--- src/rtl/regfile_arbiter.sv ---
// Two-port (JTAG host / test engine) arbiter in front of a NUM_REGS x 32 register file.
// Define REGFILE_ARB_HOST_PRIORITY_EN for fixed host priority; otherwise ties use round robin.
module regfile_arbiter #(
    parameter int ADDR_W   = 3,
    parameter int NUM_REGS = 6
) (
    input  logic              clk,
    input  logic              areset,
    input  logic              host_req,
    input  logic              host_we,
    input  logic [ADDR_W-1:0] host_addr,
    input  logic [31:0]       host_wdata,
    input  logic              test_req,
    input  logic              test_we,
    input  logic [ADDR_W-1:0] test_addr,
    input  logic [31:0]       test_wdata,
    output logic              host_gnt,
    output logic              test_gnt,
    output logic              host_rvalid,
    output logic              test_rvalid,
    output logic [31:0]       host_rdata,
    output logic [31:0]       test_rdata,
    output logic              addr_err,
    output logic [15:0]       host_cnt,
    output logic [15:0]       test_cnt
);

    typedef enum logic [1:0] {IDLE, ACCESS, RESP} state_t;

    localparam logic [ADDR_W:0] NUM_REGS_W = (ADDR_W + 1)'(NUM_REGS);

    state_t            state;
    logic [31:0]       regs [NUM_REGS];
    logic              sel_test;
    logic              sel_we;
    logic [ADDR_W-1:0] sel_addr;
    logic [31:0]       sel_wdata;
    logic              last_test;

    logic              pick_test;
    logic [ADDR_W-1:0] pick_addr;

    function automatic logic in_range(input logic [ADDR_W-1:0] a);
        return {1'b0, a} < NUM_REGS_W;
    endfunction

    // NOTE: every variable gets a default before any branch so no latch is inferred.
    always_comb begin
        pick_test = test_req;
        if (host_req && test_req) begin
`ifdef REGFILE_ARB_HOST_PRIORITY_EN
            pick_test = 1'b0;
`else
            pick_test = !last_test;
`endif
        end
        pick_addr = pick_test ? test_addr : host_addr;
    end

    // NOTE: the register file sits in the reset domain because reset must clear its contents.
    always_ff @(posedge clk or posedge areset) begin
        if (areset) begin
            state       <= IDLE;
            sel_test    <= 1'b0;
            sel_we      <= 1'b0;
            sel_addr    <= '0;
            sel_wdata   <= '0;
            last_test   <= 1'b1;
            host_gnt    <= 1'b0;
            test_gnt    <= 1'b0;
            host_rvalid <= 1'b0;
            test_rvalid <= 1'b0;
            host_rdata  <= '0;
            test_rdata  <= '0;
            addr_err    <= 1'b0;
            host_cnt    <= '0;
            test_cnt    <= '0;
            for (int i = 0; i < NUM_REGS; i++) regs[i] <= '0;
        end else begin
            host_gnt    <= 1'b0;
            test_gnt    <= 1'b0;
            host_rvalid <= 1'b0;
            test_rvalid <= 1'b0;
            addr_err    <= 1'b0;
            case (state)
                IDLE: begin
                    if (host_req || test_req) begin
                        sel_test  <= pick_test;
                        sel_we    <= pick_test ? test_we : host_we;
                        sel_addr  <= pick_addr;
                        sel_wdata <= pick_test ? test_wdata : host_wdata;
                        host_gnt  <= !pick_test;
                        test_gnt  <= pick_test;
                        addr_err  <= !in_range(pick_addr);
                        state     <= ACCESS;
                    end
                end
                ACCESS: begin
                    // Commit point: write, bookkeeping and read capture all land on this edge.
                    if (sel_we && in_range(sel_addr)) regs[sel_addr] <= sel_wdata;
                    last_test <= sel_test;
                    if (sel_test) test_cnt <= test_cnt + 16'd1;
                    else          host_cnt <= host_cnt + 16'd1;
                    if (!sel_we) begin
                        if (sel_test) begin
                            test_rvalid <= 1'b1;
                            test_rdata  <= in_range(sel_addr) ? regs[sel_addr] : 32'h0;
                        end else begin
                            host_rvalid <= 1'b1;
                            host_rdata  <= in_range(sel_addr) ? regs[sel_addr] : 32'h0;
                        end
                    end
                    state <= RESP;
                end
                RESP:    state <= IDLE;
                default: state <= IDLE;
            endcase
        end
    end

endmodule

--- config.mk ---
export PLATFORM = sky130hd
export DESIGN_NAME = regfile_arbiter
export DESIGN_NICKNAME = d
export VERILOG_FILES = /design/src/rtl/regfile_arbiter.sv
export SDC_FILE = /design/constraint.sdc
export NUM_CORES = 1
export LEC_CHECK = 0
export ABC_AREA = 1
export ABC_CLOCK_PERIOD_IN_PS = 13100
export CAP_MARGIN = 10
export CORE_MARGIN = 3
export CORE_UTILIZATION = 56
export CTS_CLUSTER_SIZE = 20
export DETAILED_ROUTE_END_ITERATION = 6
export PLACE_DENSITY = 0.84
export REMOVE_ABC_BUFFERS = 1
export SYNTH_ARGS = -nofsm -noshare
export SYNTH_HDL_FRONTEND = slang
export SYNTH_SLANG_ARGS = --single-unit
--- constraint.sdc ---
create_clock -name clk -period 13.1 [get_ports clk]
set_input_delay 2.62 -clock clk [delete_from_list [all_inputs] [get_ports clk]]
set_output_delay 2.62 -clock clk [all_outputs]
set_load 0.02 [all_outputs]
After elaboration in Yosys (flattened, before gate mapping)
Index checks and enable logic that the tools add are counted.

storage, ports and cells
  bits of input ports = 76
  word-level logic and storage cells = 71
  register bits after elaboration = 333
  output and inout port bits = 101

cells by class
  bitwise gates (word level) = 3
  equality and inequality tests = 2
  reductions and logical operators = 14
  $add $sub $neg = 2
  $lt $le $gt $ge = 4
  multiplexer cells = 25

operators with widths
  operator               number
  $bwmux 192             1
  $mux 32                5
  $bmux 32 s3            1
  $demux 32 s3           1
  $add 16x1->16 const B  2
  $mux 1                 14
  $reduce_and 2->1       4
  $lt 3x3->1 const B     2
  $reduce_and 3->1       2
  $ge 4x4->1 const B     1
  $lt 4x1->1 const B     1
  $not 3->4              1
  $pmux 2 s2             1
  $logic_and 1x1->1      3
  $logic_not 1->1        3
  $mux 3                 1
  $eq 2x1->1 const B     1
  $logic_not 2->1        1
  $mux 2                 1
  $ne 2x2->1 const B     1
  $not 1->1              2
  $logic_or 1x1->1       1

Longest topological paths before layout
Gate-level depths: netlist of run 1.

  word-level depth = 7
  mapped depth = 9
  gate-level depth less buffers = 9

Worst setup path before layout of run 1
Ideal clock, no wire load.

  kind = input to register
  start point = input test_req
  end point = register sel_wdata[10]
  cell stages on the path = 4
  required time = 13.013 ns
  setup slack = 9.530 ns
  path buffers = 1
  library setup time = 0.087 ns
  arrival time = 3.484 ns
  cell sequence = o21ai_0 inv_2 buf_1 o211ai_1

on the way
  word-level cells in the longest chain between the ends = 3
  elaborated cells on any way between the ends = 5
  classes of those cells = mux (2); reduce/logical (3)

RTL lines
  item                  RTL line  text
  from (decl)           13        input logic test_req,
  $logic_and 1x1->1     50        if (host_req && test_req) begin
  $mux 1                50
  $mux 32               91        sel_wdata <= pick_test ? test_wdata : host_wdata;
  to (signal assigned)  91
  to (decl)             37        logic [31:0] sel_wdata;

Several ways; a longest one is shown, not always the timed one.
A chain may end at the register's enable or synchronous reset.

==> qor.yml, run 1 <==
status:
  status: "finished, final reports clean"
clock_tree:
  numCtsBuffers: 35
  post_cts_buffers: 0
  clock_latency_ns: 0.51
  clock-sinks: 333
  h-tree-depth: 2
  cts_tree: "done"
  cts.clk_slew.worst_paths_ns: 0.06
  clockBufferDepth: 3
  root_buffer: "clkbuf_16"
  cts_resized: 0
  cts_hold_buffers: 0
floorplanning:
  ios: 177
  fp.dieH_um: 165
  start_util_pct: 57.7
  core_area_um2: 24600
  die_x_um: 165
  die-area_um2: 27300
  rows: 57
logic_synthesis:
  async_flop_share_pct: 100
  avgSynthCellArea_um2: 8.50
  synth-edff-count: 0
  synth-seq-cells: 333
  yosysWarnings: 0
  netlist_instances: 1671
  seq_area_frac_synth_pct: 58.7
  syn_area_um2: 14200
  ys.flop_type: "dfrtp_1"
  synth_cell_type_count: 26
setup_path:
  reg2reg_from: "sel_addr[0]"
  path_common_cell: "buf_4"
  r2r_slack_ns: 10.18
  slowest_delay_ns: 0.86
  worst-path-max-fanout: 124
  start_kind: "input pin"
  critical_path_class: "in -> async"
  cp.arrival_ns: 5.36
  r2r_end: "regs[42]"
  crit_chain: "clkdlybuf4s50_1, inv_8, buf_4, buf_4"
  critPathRequiredTime_ns: 13.49
  slowest_stage: "buf_4"
  reg2reg_depth: 4
  cp-end-kind: "async pin"
cells_and_area:
  drive_gt1_share_pct: 4.61
  area_growth_pct: 21.5
  antennaDiodeCount: 0
  seq_area_um2: 8340
  fin_util_pct: 70.1
  design_area_um2: 17300
  layout_commonest_cell: "nand2_1"
  multi_input_area_um2: 5260
  final_net_count: 1878
  final_cell_mix: "452 x nand2_1, 338 x o21ai_0, 330 x dfrtp_1"
  num-fill-cells: 1788
timing:
  rsz0062_at_grt: "no"
  hold_viol: 0
  clock.fmax_ghz: 0.201
  setup_violations: 0
  skew_ns: 0.00956
  maxSlewHeadroom_pct: 18.8
  holdWs_ns: 0.481
  setup_tns_ns: 0
  post-route-period-util_pct: 37.9
  period_minus_slack_ns: 4.97
  worst_pin_slew_ns: 1.21
  finalMaxSlewViolations: 0
grt:
  overflow: 0
  track_usage_pct: 27.1
  antenna_found_initial: 0
  grt_max_degree: 125
  grt_pass1_wl_um: 59600
  grt_pass1_vias: 11700
pwr:
  fin_total_pwr_uw: 4290
  pwr_density_cell_nw_per_um2: 249
  power_leakage_uw: 0.00813
  vdd_drop_max_mv: 0.131
min_path:
  min_path_type: "reg -> reg"
  min_from: "regs[23]"
  hold_depth: 2
  hold-path-endpoint: "regs[23]"
routing:
  wl_per_cell_um: 17.1
  ant_nets: 0
  remaining_drc_errors: 0
  firstDrtPassIters: 6
  via_per_inst: 5.65
  vias: 12100
  wl_um: 36700
  drt_iter0_drc: 1295
place:
  placement.io_buffers: 176
  place_area_um2: 16100
  place_congestion: 0.832
  place_hpwl_um: 20700
run:
  cap_violations: 0
[worst max-delay path: cells and delay by family]
kind / cells / cell delay, ns
buffers and inverters: 4 / 2.64
[stage by stage]
stage,setup WS (ns),std cells
final,8.13,2148
after global routing,7.66,2148
after CTS,7.96,2146
after detailed placement,7.41,2085
after global placement,7.48,2085
after floorplan,1.26,1575
[sequential cells by signal, summed over array words and instances, names as in the netlist]
register / flops
host_rvalid: 1
sel_we: 1
regs: 192
addr_err: 1
host_rdata: 32
test_rdata: 32
state: 2
host_cnt: 16
sel_addr: 3
last_test: 1
sel_test: 1
test_rvalid: 1
test_gnt: 1
test_cnt: 16
host_gnt: 1
sel_wdata: 32
[report_power, final]
group	switching, µW	internal [µW]	leakage, µW
Clock	389	565	0.000540
Combinational	1050	568	0.00322
Sequential	250	1470	0.00437
Total	1690	2600	0.00813
[how the worst max path moves through the flow]
stage                       from     endpoint  slack, ns  cells past startpoint
after floorplan           areset     addr_err       1.26                      1
after global placement    areset  sel_addr[0]       7.48                      4
after detailed placement  areset  sel_addr[0]       7.41                      4
after CTS                 areset  sel_addr[0]       7.96                      4
after global routing      areset  sel_addr[0]       7.66                      4
final                     areset  sel_addr[0]       8.13                      4
[cells in the mapped netlist, drive strengths merged (7+ instances only)]
library cell | n | area [µm²]
nand4 | 7 | 43.8
o21ai | 357 | 1790
clkbuf | 78 | 293
nand2 | 460 | 1740
inv | 68 | 255
o211ai | 34 | 255
xnor2 | 8 | 70.1
nand3 | 47 | 235
xor2 | 14 | 123
nor2 | 232 | 873
dfrtp | 332 | 8310
buf | 18 | 88.8
[cell type report]
class	count	share of cell area (%)
clock buffer	55	6.03
multi-input combinational	1171	30.5
tap	324	2.35
sequential	333	48.3
clock inverter	6	0.355
timing repair buffer	188	10.9
inverter	71	1.59
[kinds of logic after synthesis]
kind of cell | count (synthesis) | synth area share (%)
AND/OR/NAND/NOR | 752 | 20.6
AO/OA/AOI/OAI | 395 | 14.7
flip-flops | 333 | 58.7
buffers and inverters | 167 | 4.56
XOR/XNOR | 22 | 1.36
adder cells (fa/ha/maj) | 2 | 0.176
[layer usage]
metal / share of wire [%] / global-route usage [%] / up-vias
li1: - / - / 5668
met1: 42 / 37.3 / 5890
met2: 49 / 45.0 / 513
met3: 7.2 / 3.87 / 74
met4: 2.2 / 8.20 / 0
met5: 0 / 0 / -
No activity file was read; power rests on OpenSTA's default activity.
==> inputs of run 2 (changes only) <==
--- a/config.mk
+++ b/config.mk
@@ -6,7 +6,7 @@
 export NUM_CORES = 1
 export LEC_CHECK = 0
 export ABC_AREA = 1
-export ABC_CLOCK_PERIOD_IN_PS = 13100
+export ABC_CLOCK_PERIOD_IN_PS = 4700
 export CAP_MARGIN = 10
 export CORE_MARGIN = 3
 export CORE_UTILIZATION = 56
==> constraint.sdc (replaced) <==
create_clock -name clk -period 4.7 [get_ports clk]
set_input_delay 0.94 -clock clk [delete_from_list [all_inputs] [get_ports clk]]
set_output_delay 0.94 -clock clk [all_outputs]
set_load 0.02 [all_outputs]
==> qor.yml, run 2 (synthesis results as in run 1) <==
pwr:
  power.switching_uw: 4780  # +180%
  power_frac_clock_pct: 22.9  # +0.7 points
  p_comb_share_pct: 37.2  # -0.6 points
  pwr_density_cell_nw_per_um2: 700  # +180%
  power_leakage_uw: 0.00815  # +0.27%
  seqPwrFrac_pct: 39.9  # about the same
  vdd_drop_max_mv: 0.401  # +210%
  p_sw_share_pct: 39.5  # +0.080 points
  p_int_uw: 7320  # +180%
timing:
  rsz0062_at_grt: "no"
  setup_violations: 0  # unchanged
  skew_ns: 0.0220  # +0.0124 ns
  post-route-period-util_pct: 58.9
  setup_slack_ns: 1.93  # -6.20 ns
  holdWs_ns: 0.465  # -0.0163 ns
  worst_pin_slew_ns: 1.25  # +0.0334 ns
  clock.fmax_ghz: 0.361
  maxSlewHeadroom_pct: 16.5  # -2.2 points
  finalMaxSlewViolations: 0  # unchanged
  hold_viol: 0  # unchanged
  period_minus_slack_ns: 2.77
cells_and_area:
  largest_reg_flops: 192  # unchanged
  seq_area_um2: 8340  # unchanged
  final_cell_mix: "452 x nand2_1, 338 x o21ai_0, 330 x dfrtp_1"
  layout_commonest_cell: "nand2_1"
  area_growth_pct: 21.8
  final_net_count: 1879  # +0.053%
  multi_input_area_um2: 5260  # unchanged
  largest-register: "regs"
  num-fill-cells: 1806  # +1.0%
  antennaDiodeCount: 0  # unchanged
  drive_gt1_share_pct: 4.77  # +0.16 points
floorplanning:
  die-area_um2: 27300  # unchanged
  die_x_um: 165  # unchanged
  core_area_um2: 24600  # unchanged
  ios: 177  # unchanged
  fp.dieH_um: 165  # unchanged
  start_util_pct: 57.7  # unchanged
  rows: 57  # unchanged
setup_path:
  worst-path-max-fanout: 41  # -67%
  reg2reg_from: "sel_test"
  cp.arrival_ns: 3.22  # -2.14 ns
  critical_path_class: "reg -> reg"
  r2r_end: "host_rdata[11]"
  critPathRequiredTime_ns: 5.15  # -8.34 ns
  cp-end-kind: "flop"
  start_kind: "flop"
  r2r_slack_ns: 1.93  # -8.25 ns
  reg2reg_depth: 5  # +1
routing:
  ant_nets: 0  # unchanged
  via_per_inst: 5.70  # +0.81%
  vias: 12200  # +0.81%
  firstDrtPassIters: 6  # unchanged
  remaining_drc_errors: 0  # unchanged
  wl_per_cell_um: 17.6  # +2.9%
  drt_iter0_drc: 1390  # +7.3%
  wl_um: 37700  # +2.9%
run:
  cap_violations: 0  # unchanged
clock_tree:
  post_cts_buffers: 0  # unchanged
  cts_hold_buffers: 0  # unchanged
  cts_resized: 0  # unchanged
  clock_latency_ns: 0.52  # about the same
  cts.clk_slew.worst_paths_ns: 0.06  # about the same
  clock-sinks: 333  # unchanged
  root_buffer: "clkbuf_16"
  cts_tree: "done"
  h-tree-depth: 2  # unchanged
  clockBufferDepth: 3  # unchanged
  numCtsBuffers: 35  # unchanged
grt:
  met3_usage_pct: 4.66  # +0.80 points
  met2_usage_pct: 46.6  # +1.6 points
  grtUsageMet1_pct: 38.0  # +0.68 points
  grt_pass1_wl_um: 60800  # +2.1%
  antenna_found_initial: 1  # +1
  overflow: 0  # unchanged
  grt_pass1_vias: 12000  # +2.0%
  grt.busiest_layer: "met2"
  track_usage_pct: 28.0  # +0.88 points
  grt_max_degree: 98  # -22%
min_path:
  min_path_type: "reg -> reg"
  hold_depth: 2  # unchanged
  min_from: "last_test"
  hold-path-endpoint: "last_test"
place:
  post-place-ws_ns: 1.59  # -5.83 ns
  placement.io_buffers: 176  # unchanged
  place_congestion: 0.842  # +1.2%
  place_hpwl_um: 21500  # +3.7%
status:
  status: "finished, final reports clean"
[run 2: cell types whose count changed in the layout (fill, tap and decap cells not counted), sizes merged]
| cell | before | now |
|---|---|---|
| clkbuf | 55 | 50 |
| inv | 71 | 74 |
| bufinv | 1 | 3 |
| buf | 12 | 13 |
| clkinv | 4 | 3 |
[run 2: power groups by stage]
stage                     registers (µW)  logic (µW)  clock network [µW]
final                               4830        4500                2770
after global routing                4950        5040                2930
after CTS                           4810        4500                2800
after detailed placement            4820        4430                   0
after global placement              4770        4260                   0
after floorplan                     5110        2320                   0
[run 2: critical path, stage by stage, from the launching register on]
cell	delay, ns
dfrtp_1	0.41
inv_1	0.10
nand3_2	0.78
nor2_4	1.16
nand2_1	0.14
nand2_1	0.10
[run 2: how the worst max path moves through the flow]
stage	start	to	slack [ns]	cells after the start
after floorplan	areset	addr_err	-5.46	1
after global placement	host_req	sel_addr[0]	1.71	9
after detailed placement	host_req	sel_wdata[18]	1.59	9
after CTS	sel_addr[2]	regs[109]	1.97	7
after global routing	sel_addr[1]	regs[55]	1.72	5
final	sel_test	host_rdata[11]	1.93	5
[run 2: cell type report]
class	count	share of cell area, %
tap	324	2.34
clock inverter	10	0.824
sequential	333	48.2
inverter	71	1.58
multi-input combinational	1171	30.4
clock buffer	50	5.79
timing repair buffer	189	10.9
[run 2: per-stage QoR]
stage | cell area [µm²] | utilization (%) | cells | total power [µW] | TNS, ns
final | 17300 | 70.3 | 2148 | 12100 | 0
after global routing | 17300 | 70.3 | 2148 | 12900 | 0
after CTS | 17300 | 70.3 | 2148 | 12100 | 0
after detailed placement | 16200 | 65.7 | 2088 | 9250 | 0
after global placement | 16200 | 65.7 | 2088 | 9030 | 0
after floorplan | 13800 | - | 1575 | 7430 | -1836.17
[run 2: layer usage]
layer	share of wire [%]	vias to the layer above
met5	0.034	-
met4	2.2	2
met3	7.6	76
met2	49	541
met1	41	5951
li1	-	5673
==> inputs of run 3 (changes only) <==
--- a/config.mk
+++ b/config.mk
@@ -6,7 +6,7 @@
 export NUM_CORES = 1
 export LEC_CHECK = 0
 export ABC_AREA = 1
-export ABC_CLOCK_PERIOD_IN_PS = 4700
+export ABC_CLOCK_PERIOD_IN_PS = 2900
 export CAP_MARGIN = 10
 export CORE_MARGIN = 3
 export CORE_UTILIZATION = 56
==> constraint.sdc (replaced) <==
create_clock -name clk -period 2.9 [get_ports clk]
set_input_delay 0.58 -clock clk [delete_from_list [all_inputs] [get_ports clk]]
set_output_delay 0.58 -clock clk [all_outputs]
set_load 0.02 [all_outputs]
==> qor.yml, run 3 (synthesis results as in run 1) <==
timing:
  hold_viol: 0  # unchanged
  rsz0062_at_grt: "no"
  period_minus_slack_ns: 2.35  # -0.418 ns
  post-route-period-util_pct: 81.0  # +22 points
  finalMaxSlewViolations: 0  # unchanged
  holdWs_ns: 0.481  # +0.0160 ns
  clock.fmax_ghz: 0.425  # +18%
  maxSlewHeadroom_pct: 37.3  # +21 points
  worst_pin_slew_ns: 0.941  # -0.307 ns
  setup_violations: 0  # unchanged
  setup_tns_ns: 0  # unchanged
  skew_ns: 0.0126  # -0.00941 ns
pwr:
  power_frac_clock_pct: 22.6  # -0.3 points
  vdd_drop_max_mv: 0.581  # +45%
  p_sw_share_pct: 39.3  # -0.23 points
  power_leakage_uw: 0.00829  # +1.6%
  pwr_density_cell_nw_per_um2: 1120  # +61%
  fin_total_pwr_uw: 19700  # +63%
  power.switching_uw: 7740  # +62%
  p_int_uw: 12000  # +63%
  p_comb_share_pct: 38.1  # +0.9 points
  seqPwrFrac_pct: 39.4  # -0.5 points
floorplanning:
  ios: 177  # unchanged
  core_area_um2: 24600  # unchanged
  fp.dieH_um: 165  # unchanged
  die_x_um: 165  # unchanged
  rows: 57  # unchanged
  start_util_pct: 57.7  # unchanged
  die-area_um2: 27300  # unchanged
clock_tree:
  cts.clk_slew.worst_paths_ns: 0.06  # about the same
  root_buffer: "clkbuf_16"
  post_cts_buffers: 0  # unchanged
  cts_resized: 0  # unchanged
  clock_latency_ns: 0.51  # about the same
  cts_hold_buffers: 0  # unchanged
  numCtsBuffers: 35  # unchanged
  clockBufferDepth: 3  # unchanged
  clock-sinks: 333  # unchanged
  h-tree-depth: 2  # unchanged
  cts_tree: "done"
place:
  place_hpwl_um: 23100  # +7.7%
  placement.io_buffers: 176  # unchanged
  dp_cells: 2106  # +0.86%
  place_congestion: 0.854  # +1.4%
setup_path:
  cp-end-kind: "flop"
  critPathRequiredTime_ns: 3.34  # -1.81 ns
  start_kind: "flop"
  cp.arrival_ns: 2.79  # -0.43 ns
  critical_path_class: "reg -> reg"
  worst-path-max-fanout: 70  # +71%
  r2r_slack_ns: 0.55  # -1.38 ns
cells_and_area:
  final_net_count: 1897  # +0.96%
  stdcell_count: 2169  # +0.98%
  largest-register: "regs"
  layout_commonest_cell: "nand2_1"
  final_cell_mix: "452 x nand2_1, 338 x o21ai_0, 330 x dfrtp_1"
  antennaDiodeCount: 0  # unchanged
  num-fill-cells: 1764  # -2.3%
  drive_gt1_share_pct: 5.75  # +0.98 points
  area_growth_pct: 23.5
  seq_area_um2: 8340  # unchanged
  largest_reg_flops: 192  # unchanged
  multi_input_area_um2: 5260  # unchanged
grt:
  grt_pass1_vias: 12300  # +2.4%
  overflow: 0  # unchanged
  grt_pass1_wl_um: 61200  # +0.62%
  grt_max_degree: 82  # -16%
  antenna_found_initial: 1  # unchanged
  track_usage_pct: 27.9  # -0.041 points
min_path:
  min_path_type: "reg -> reg"
routing:
  ant_nets: 0  # unchanged
  drt_iter0_drc: 1468  # +5.6%
  vias: 12300  # +0.77%
  firstDrtPassIters: 6  # unchanged
  via_per_inst: 5.69  # -0.21%
  wl_um: 37800  # +0.33%
  remaining_drc_errors: 0  # unchanged
  wl_per_cell_um: 17.4  # -0.64%
run:
  cap_violations: 0  # unchanged
status:
  status: "finished, final reports clean"
run 3: cell types whose count changed in the layout (fill, tap and decap cells not counted), sizes merged:
cell / previous run / this run
buf: 13 / 31
inv: 74 / 71
clkbuf: 50 / 57
clkinv: 3 / 4
bufinv: 3 / 1
run 3: area by class of cell:
class	instances	area share, %
well taps	324	2.31
clock inverters	6	0.364
flip-flops and latches	333	47.5
inverters	71	1.56
multi-input cells	1171	30.0
repair buffers	207	12.0
clock buffers	57	6.27
run 3: final timing paths:
kind                              from            end  depth (start not counted)
hold reg to reg               regs[22]       regs[22]                          2
min in group asynchronous       areset      regs[113]                          2
setup / recovery           sel_addr[0]  test_rdata[6]                          6
setup reg to reg           sel_addr[0]  test_rdata[6]                          6
max in group asynchronous       areset      last_test                          3
hold / removal                regs[22]       regs[22]                          2
run 3: power by group through the flow:
| stage | Combinational [µW] | Clock, µW | Sequential (µW) |
|---|---|---|---|
| after detailed placement | 7370 | 0 | 7740 |
| after global routing | 8370 | 4700 | 7950 |
| after global placement | 7130 | 0 | 7660 |
| after floorplan | 3760 | 0 | 8280 |
| final | 7500 | 4450 | 7760 |
| after CTS | 7510 | 4510 | 7720 |
run 3: metrics by stage:
step / util (%) / worst slack [ns] / instance area [µm²]
2_1_floorplan: - / -6.90 / 13800
3_3_place_gp: 66.6 / 0.300 / 16400
3_5_place_dp: 66.6 / 0.262 / 16400
4_1_cts: 71.3 / 0.607 / 17600
5_1_grt: 71.3 / 0.441 / 17600
6_report: 71.3 / 0.550 / 17600
run 3: critical path, stage by stage (launching register included):
cell     delay (ns)
dfrtp_4        0.60
inv_2          0.42
buf_4          0.65
o21ai_0        0.23
nand3_1        0.17
nand2_1        0.08
nand2_1        0.08
run 3: per-layer routing:
metal | up-vias | track usage [%] | share of wire (%)
li1 | 5705 | - | -
met5 | - | 0 | 0.029
met1 | 6027 | 38.3 | 42
met2 | 548 | 45.8 | 49
met4 | 2 | 9.04 | 1.9
met3 | 55 | 4.66 | 7.3
==> variant 1, RTL diff (flow settings as in run 3) <==
Re-encode `state_t` (3 states) as one-hot, 3 bits wide.
--- a/src/rtl/regfile_arbiter.sv
+++ b/src/rtl/regfile_arbiter.sv
@@ -26,5 +26,5 @@
 );
 
-    typedef enum logic [1:0] {IDLE, ACCESS, RESP} state_t;
+    typedef enum logic [2:0] {IDLE = 3'b001, ACCESS = 3'b010, RESP = 3'b100} state_t;
 
     localparam logic [ADDR_W:0] NUM_REGS_W = (ADDR_W + 1)'(NUM_REGS);
Check against the original RTL: same outputs for any inputs over 4 cycles, from zero or initial values and one cycle with areset high; so few cycles prove little.
==> variant 1 against run 3 <==
Fmax rose by 4.7%. Sequential cell count rose by 1. Combinational power fell by 23%. Setup slack improved by 110 ps. Cell count rose by 3.2%. Total power fell by 11%. Wire length rose by 1.7%. Final area rose by 2.1%. Via count rose by 1.7%. Largest cell class unchanged. Area after synthesis rose by 2.5%.
==> variant 1: results (changes against run 3) <==
- The via count of the first global-routing pass is 12600 (was 12300).
- The post-cts sizing count came to 0 (unchanged).
- The share of cells above drive strength 1 is 6.08% (was 5.75%).
- Commonest cells in the netlist: sky130_fd_sc_hd__nand2_1, sky130_fd_sc_hd__dfrtp_1, sky130_fd_sc_hd__o21ai_1 (was sky130_fd_sc_hd__nand2_1, sky130_fd_sc_hd__o21ai_0, sky130_fd_sc_hd__dfrtp_1).
- The post-CTS clock slew at the launch and capture registers of the worst setup and hold paths is 60 ps (about the same).
- The uppermost layer routed was met4 (was met5).
- The mean number of vias per cell is 5.60 (was 5.69).
- The worst setup slack before clock tree synthesis is 400 ps (was 262 ps).
- The slowest library cell on the worst path is sky130_fd_sc_hd__nor2_4 (was sky130_fd_sc_hd__buf_4).
- The initial antenna violation count is 0 (was 1).
- The buffer type at the clock tree root is sky130_fd_sc_hd__clkbuf_16 (unchanged).
- The leakage component of the power is 8.54 nW (was 8.29 nW).
- The number of nets in the final layout is 1966 (was 1897).
- The post-synthesis cell type count came to 28 (was 26).
- The routed length per placed instance is 17.2 um (was 17.4 um).
- The met3 routed wirelength is 3100 um (was 2750 um).
- The detailed-routing iteration count for the pre-antenna-repair pass was 5 (was 6).
- The global placer's final weighted congestion is 0.871 (was 0.854).
- Area contributors post-synth: sky130_fd_sc_hd__dfrtp_1, sky130_fd_sc_hd__nand2_1, sky130_fd_sc_hd__o21ai_1, sky130_fd_sc_hd__o21ai_0, sky130_fd_sc_hd__inv_1 (was sky130_fd_sc_hd__dfrtp_1, sky130_fd_sc_hd__nand2_1, sky130_fd_sc_hd__o21ai_0, sky130_fd_sc_hd__nor2_1, sky130_fd_sc_hd__clkbuf_1).
- The count of synthesis-stage warnings from yosys is 0 (unchanged).
- The worst clock skew came to 17.9 ps (was 12.6 ps).
- The switching share of power was 36.8% (was 39.3%).
- The maximum vdd ir drop is 0.693 mV (was 0.581 mV).
- The amount of wire on met2 after detailed routing was 18800 um (was 18500 um).
- The detailed placer's ending HPWL is 23700 um (was 23100 um).
- The worst slack on hold paths was 475 ps (was 481 ps).
- The share of synthesized area occupied by flip-flops and latches is 57.4% (was 58.7%).
- The detailed router's first-iteration violation count is 1216 (was 1468).
- The share of the clock period used by the worst path is 77.4% (was 81.0%).
- The overall track demand over capacity in global routing came to 27.8% (was 27.9%).
- The cell area after placement is 0.0168 mm2 (was 0.0164 mm2).
- The transition at the pin with the smallest max-transition slack is 930 ps (was 941 ps).
- Run status: complete, no violations (unchanged).
- The maximum number of pins on one net before global-route repair is 67 (was 82).
- The routed length on met1 is 15700 um (was 15900 um).
- The first-pass GRT wire length was 64000 um (was 61200 um).
- The largest fanout on the critical path is 32 (was 70).
- The delay of the slowest cell on the worst path was 530 ps (was 650 ps).
- The worst-case register-to-register setup slack is 660 ps (was 550 ps).
## variant 1: cell families (layout without fill, tap and decap cells)
logic type	count (synthesis)	after routing	synth area share, %
AOI/OAI and AO/OA	355	355	13.2
and+or+nand+nor	804	804	22.2
DFF	334	334	57.4
buffers and inverters	222	397	5.98
xor gates and xnor gates	17	17	1.02
adders and majority gates	2	2	0.172
## variant 1: power by group through the flow
stage          sequential, mW  clock, mW  combinational, mW
6_report                 7.27       4.49               5.80
5_1_grt                  7.45       4.74               6.46
4_1_cts                  7.24       4.54               5.80
3_5_place_dp             7.29          0               5.73
3_3_place_gp             7.23          0               5.50
2_1_floorplan            7.63          0               2.96
## variant 1: per-stage QoR
stage | setup TNS (ps) | std cells
floorplan | -2602440 | 1647
global placement | 0 | 2181
CTS | 0 | 2239
detailed placement | 0 | 2181
finish | 0 | 2239
global route | 0 | 2239
## variant 1: path summary, 6_finish.rpt
kind	cells past startpoint	endpoint	startpoint
max	6	test_rdata[23]	state[0]
max in group asynchronous	3	host_rdata[9]	areset
min	2	last_test	last_test
max reg2reg	6	test_rdata[23]	state[0]
min in group asynchronous	2	host_rdata[30]	areset
min reg2reg	2	last_test	last_test
## variant 1: layer usage
metal	GRT usage, %	vias to the layer above
li1	-	5887
met1	37.4	6020
met2	46.8	560
met3	4.98	76
met4	8.54	0
met5	0	-
## variant 1: cell type report
type                            instances  area (um2)
Inverter                              135         514
Timing Repair Buffer                  204        2080
Multi-Input combinational cell       1178        5390
Sequential cell                       334        8360
Fill cell                            1906        7480
Tap cell                              330         413
Clock buffer                           52        1040
Clock inverter                          6         105
## variant 1: worst max-delay path, delay by kind of cell, from the launching register on
family / cells / cell delay (ps)
buffers and inverters: 2 / 640
and+or+nand+nor: 4 / 1130
DFF: 1 / 350
==> variant 2, RTL diff (flow settings as in run 3) <==
Made on the original files. The option `REGFILE_ARB_HOST_PRIORITY_EN` is turned on by a define.
--- a/src/rtl/regfile_arbiter.sv
+++ b/src/rtl/regfile_arbiter.sv
@@ -1,4 +1,6 @@
 // Two-port (JTAG host / test engine) arbiter in front of a NUM_REGS x 32 register file.
 // Define REGFILE_ARB_HOST_PRIORITY_EN for fixed host priority; otherwise ties use round robin.
+`define REGFILE_ARB_HOST_PRIORITY_EN
+
 module regfile_arbiter #(
     parameter int ADDR_W   = 3,
Formal check against the unedited RTL: same outputs for any inputs over 4 cycles, from zero or initial values and one cycle with areset high; that may be too few to reach the edited logic, so the function may still have changed.
==> variant 2 against run 3 <==
Sequential cell count shrank 1. First-iteration DRC count shrank 6.5%. Setup slack gained 150 ps. Total power shrank 7.1%. Fmax grew 6.8%. Die area shrank 0.15%. Wire length grew 0.81%. Combinational power shrank 9.7%. Area after synthesis shrank 0.15%. Sequential share of layout area grew 0.11 points. Final area shrank 0.54%. Critical path type is now register to primary output. Highest routed layer unchanged.
==> variant 2: results (changes against run 3) <==
- The first-pass GRT wire length is 61800 um (was 61200 um).
- The overall track demand over capacity in global routing was 28.2% (was 27.9%).
- The worst path setup slack after routing is 700 ps (was 550 ps).
- The worst clock skew is 7.88 ps (was 12.6 ps).
- The flip-flop count of the largest register, all copies and words added is 192 (unchanged).
- The via count of the first global-routing pass was 12400 (was 12300).
- The initial antenna violation count was 2 (was 1).
- The worst-case register-to-register setup slack is 770 ps (was 550 ps).
- The maximum number of pins on one net before global-route repair is 100 (was 82).
- The post-synthesis cell type count is 21 (was 26).
- Commonest cells in the netlist: sky130_fd_sc_hd__nand2_1, sky130_fd_sc_hd__o21ai_0, sky130_fd_sc_hd__dfrtp_1 (unchanged).
- The total via count after detailed routing was 12500 (was 12300).
- The mean number of vias per cell came to 5.77 (was 5.69).
- The sum of routed wire length over all layers was 38100 um (was 37800 um).
- The internal portion of total power is 11.2 mW (was 12.0 mW).
- The deepest level of the CTS H-tree came to 2 (unchanged).
- The detailed router's first-iteration violation count is 1372 (was 1468).
- The global placer's final weighted congestion is 0.819 (was 0.854).
- The maximum vdd ir drop came to 0.811 mV (was 0.581 mV).
- The detailed placer's ending HPWL is 22600 um (was 23100 um).
- The number of nets in the final layout is 1896 (was 1897).
- The slowest library cell on the worst path was sky130_fd_sc_hd__clkdlybuf4s50_1 (was sky130_fd_sc_hd__buf_4).
- The share of synthesized area occupied by flip-flops and latches is 58.6% (was 58.7%).
- The total of fill cells in the finished design is 1823 (was 1764).
- The reg-to-reg endpoint is host_rdata[21] (was test_rdata[6]).
- The tightest slew margin relative to the limit is 52.5% (was 37.3%).
- Area contributors post-synth: sky130_fd_sc_hd__dfrtp_1, sky130_fd_sc_hd__o21ai_0, sky130_fd_sc_hd__nand2_1, sky130_fd_sc_hd__nor2_1, sky130_fd_sc_hd__clkbuf_1 (was sky130_fd_sc_hd__dfrtp_1, sky130_fd_sc_hd__nand2_1, sky130_fd_sc_hd__o21ai_0, sky130_fd_sc_hd__nor2_1, sky130_fd_sc_hd__clkbuf_1).
- The largest fanout on the critical path is 6 (was 70).
- The worst setup slack before clock tree synthesis is 406 ps (was 262 ps).
- Run status: complete, no violations (unchanged).
- The launch point of the critical path is host_cnt[2] (was sel_addr[0]).
- The number of instances in the placed design was 2104 (was 2106).
- The data arrival time of the worst path is 1620 ps (was 2790 ps).
## variant 2: worst min-delay path by stage
stage	from	endpoint	slack, ps	cells after the start
floorplan	regs[0]	regs[0]	450	2
global placement	regs[130]	regs[130]	460	2
detailed placement	regs[88]	regs[88]	470	2
CTS	regs[88]	regs[88]	480	2
global route	regs[162]	regs[162]	500	2
finish	regs[92]	regs[92]	480	2
## variant 2: metrics by stage
| stage | utilization [%] | hold WS, ps | area [um2] | total power [mW] |
|---|---|---|---|---|
| 2_1_floorplan | - | 448 | 13800 | 11.2 |
| 3_3_place_gp | 66.4 | 460 | 16300 | 13.6 |
| 3_5_place_dp | 66.4 | 467 | 16300 | 13.9 |
| 4_1_cts | 70.9 | 481 | 17400 | 18.3 |
| 5_1_grt | 70.9 | 499 | 17500 | 19.5 |
| 6_report | 70.9 | 481 | 17500 | 18.3 |
## variant 2: power groups by stage
| stage | clock, mW | sequential, mW | combinational, mW |
|---|---|---|---|
| floorplan | 0 | 7.69 | 3.52 |
| global placement | 0 | 7.19 | 6.39 |
| detailed placement | 0 | 7.26 | 6.62 |
| CTS | 4.33 | 7.22 | 6.73 |
| global route | 4.54 | 7.42 | 7.55 |
| finish | 4.29 | 7.26 | 6.77 |
## variant 2: kinds of logic (layout without fill, tap and decap cells)
| logic type | count (synthesis) | count (layout) | share of synthesized area, % |
|---|---|---|---|
| and+or+nand+nor | 714 | 714 | 19.6 |
| AOI/OAI and AO/OA | 428 | 428 | 15.6 |
| DFF | 332 | 332 | 58.6 |
| buffers and inverters | 172 | 344 | 4.67 |
| xor gates and xnor gates | 22 | 22 | 1.36 |
| adders and majority gates | 2 | 2 | 0.176 |
| muxes | 1 | 1 | 0.0706 |
| other | 0 | 1 | 0 |
## variant 2: cell type report
type | instances | area (um2) | share of cell area, %
antenna | 1 | 2.50 | 0.0143
clock buffer | 57 | 1080 | 6.19
clock inverter | 5 | 25.0 | 0.143
inverter | 71 | 274 | 1.57
multi-input combinational | 1167 | 5250 | 30.1
sequential | 332 | 8310 | 47.6
tap | 324 | 405 | 2.32
timing repair buffer | 211 | 2110 | 12.1
## variant 2: metal layers
layer  part of all wire (%)  global-route usage (%)  up-vias
li1                       -                       -     5746
met5                  0.034                       0        -
met1                     40                    36.8     6054
met4                    3.0                    10.6        2
met2                     49                    47.5      604
met3                    7.7                    4.86       98
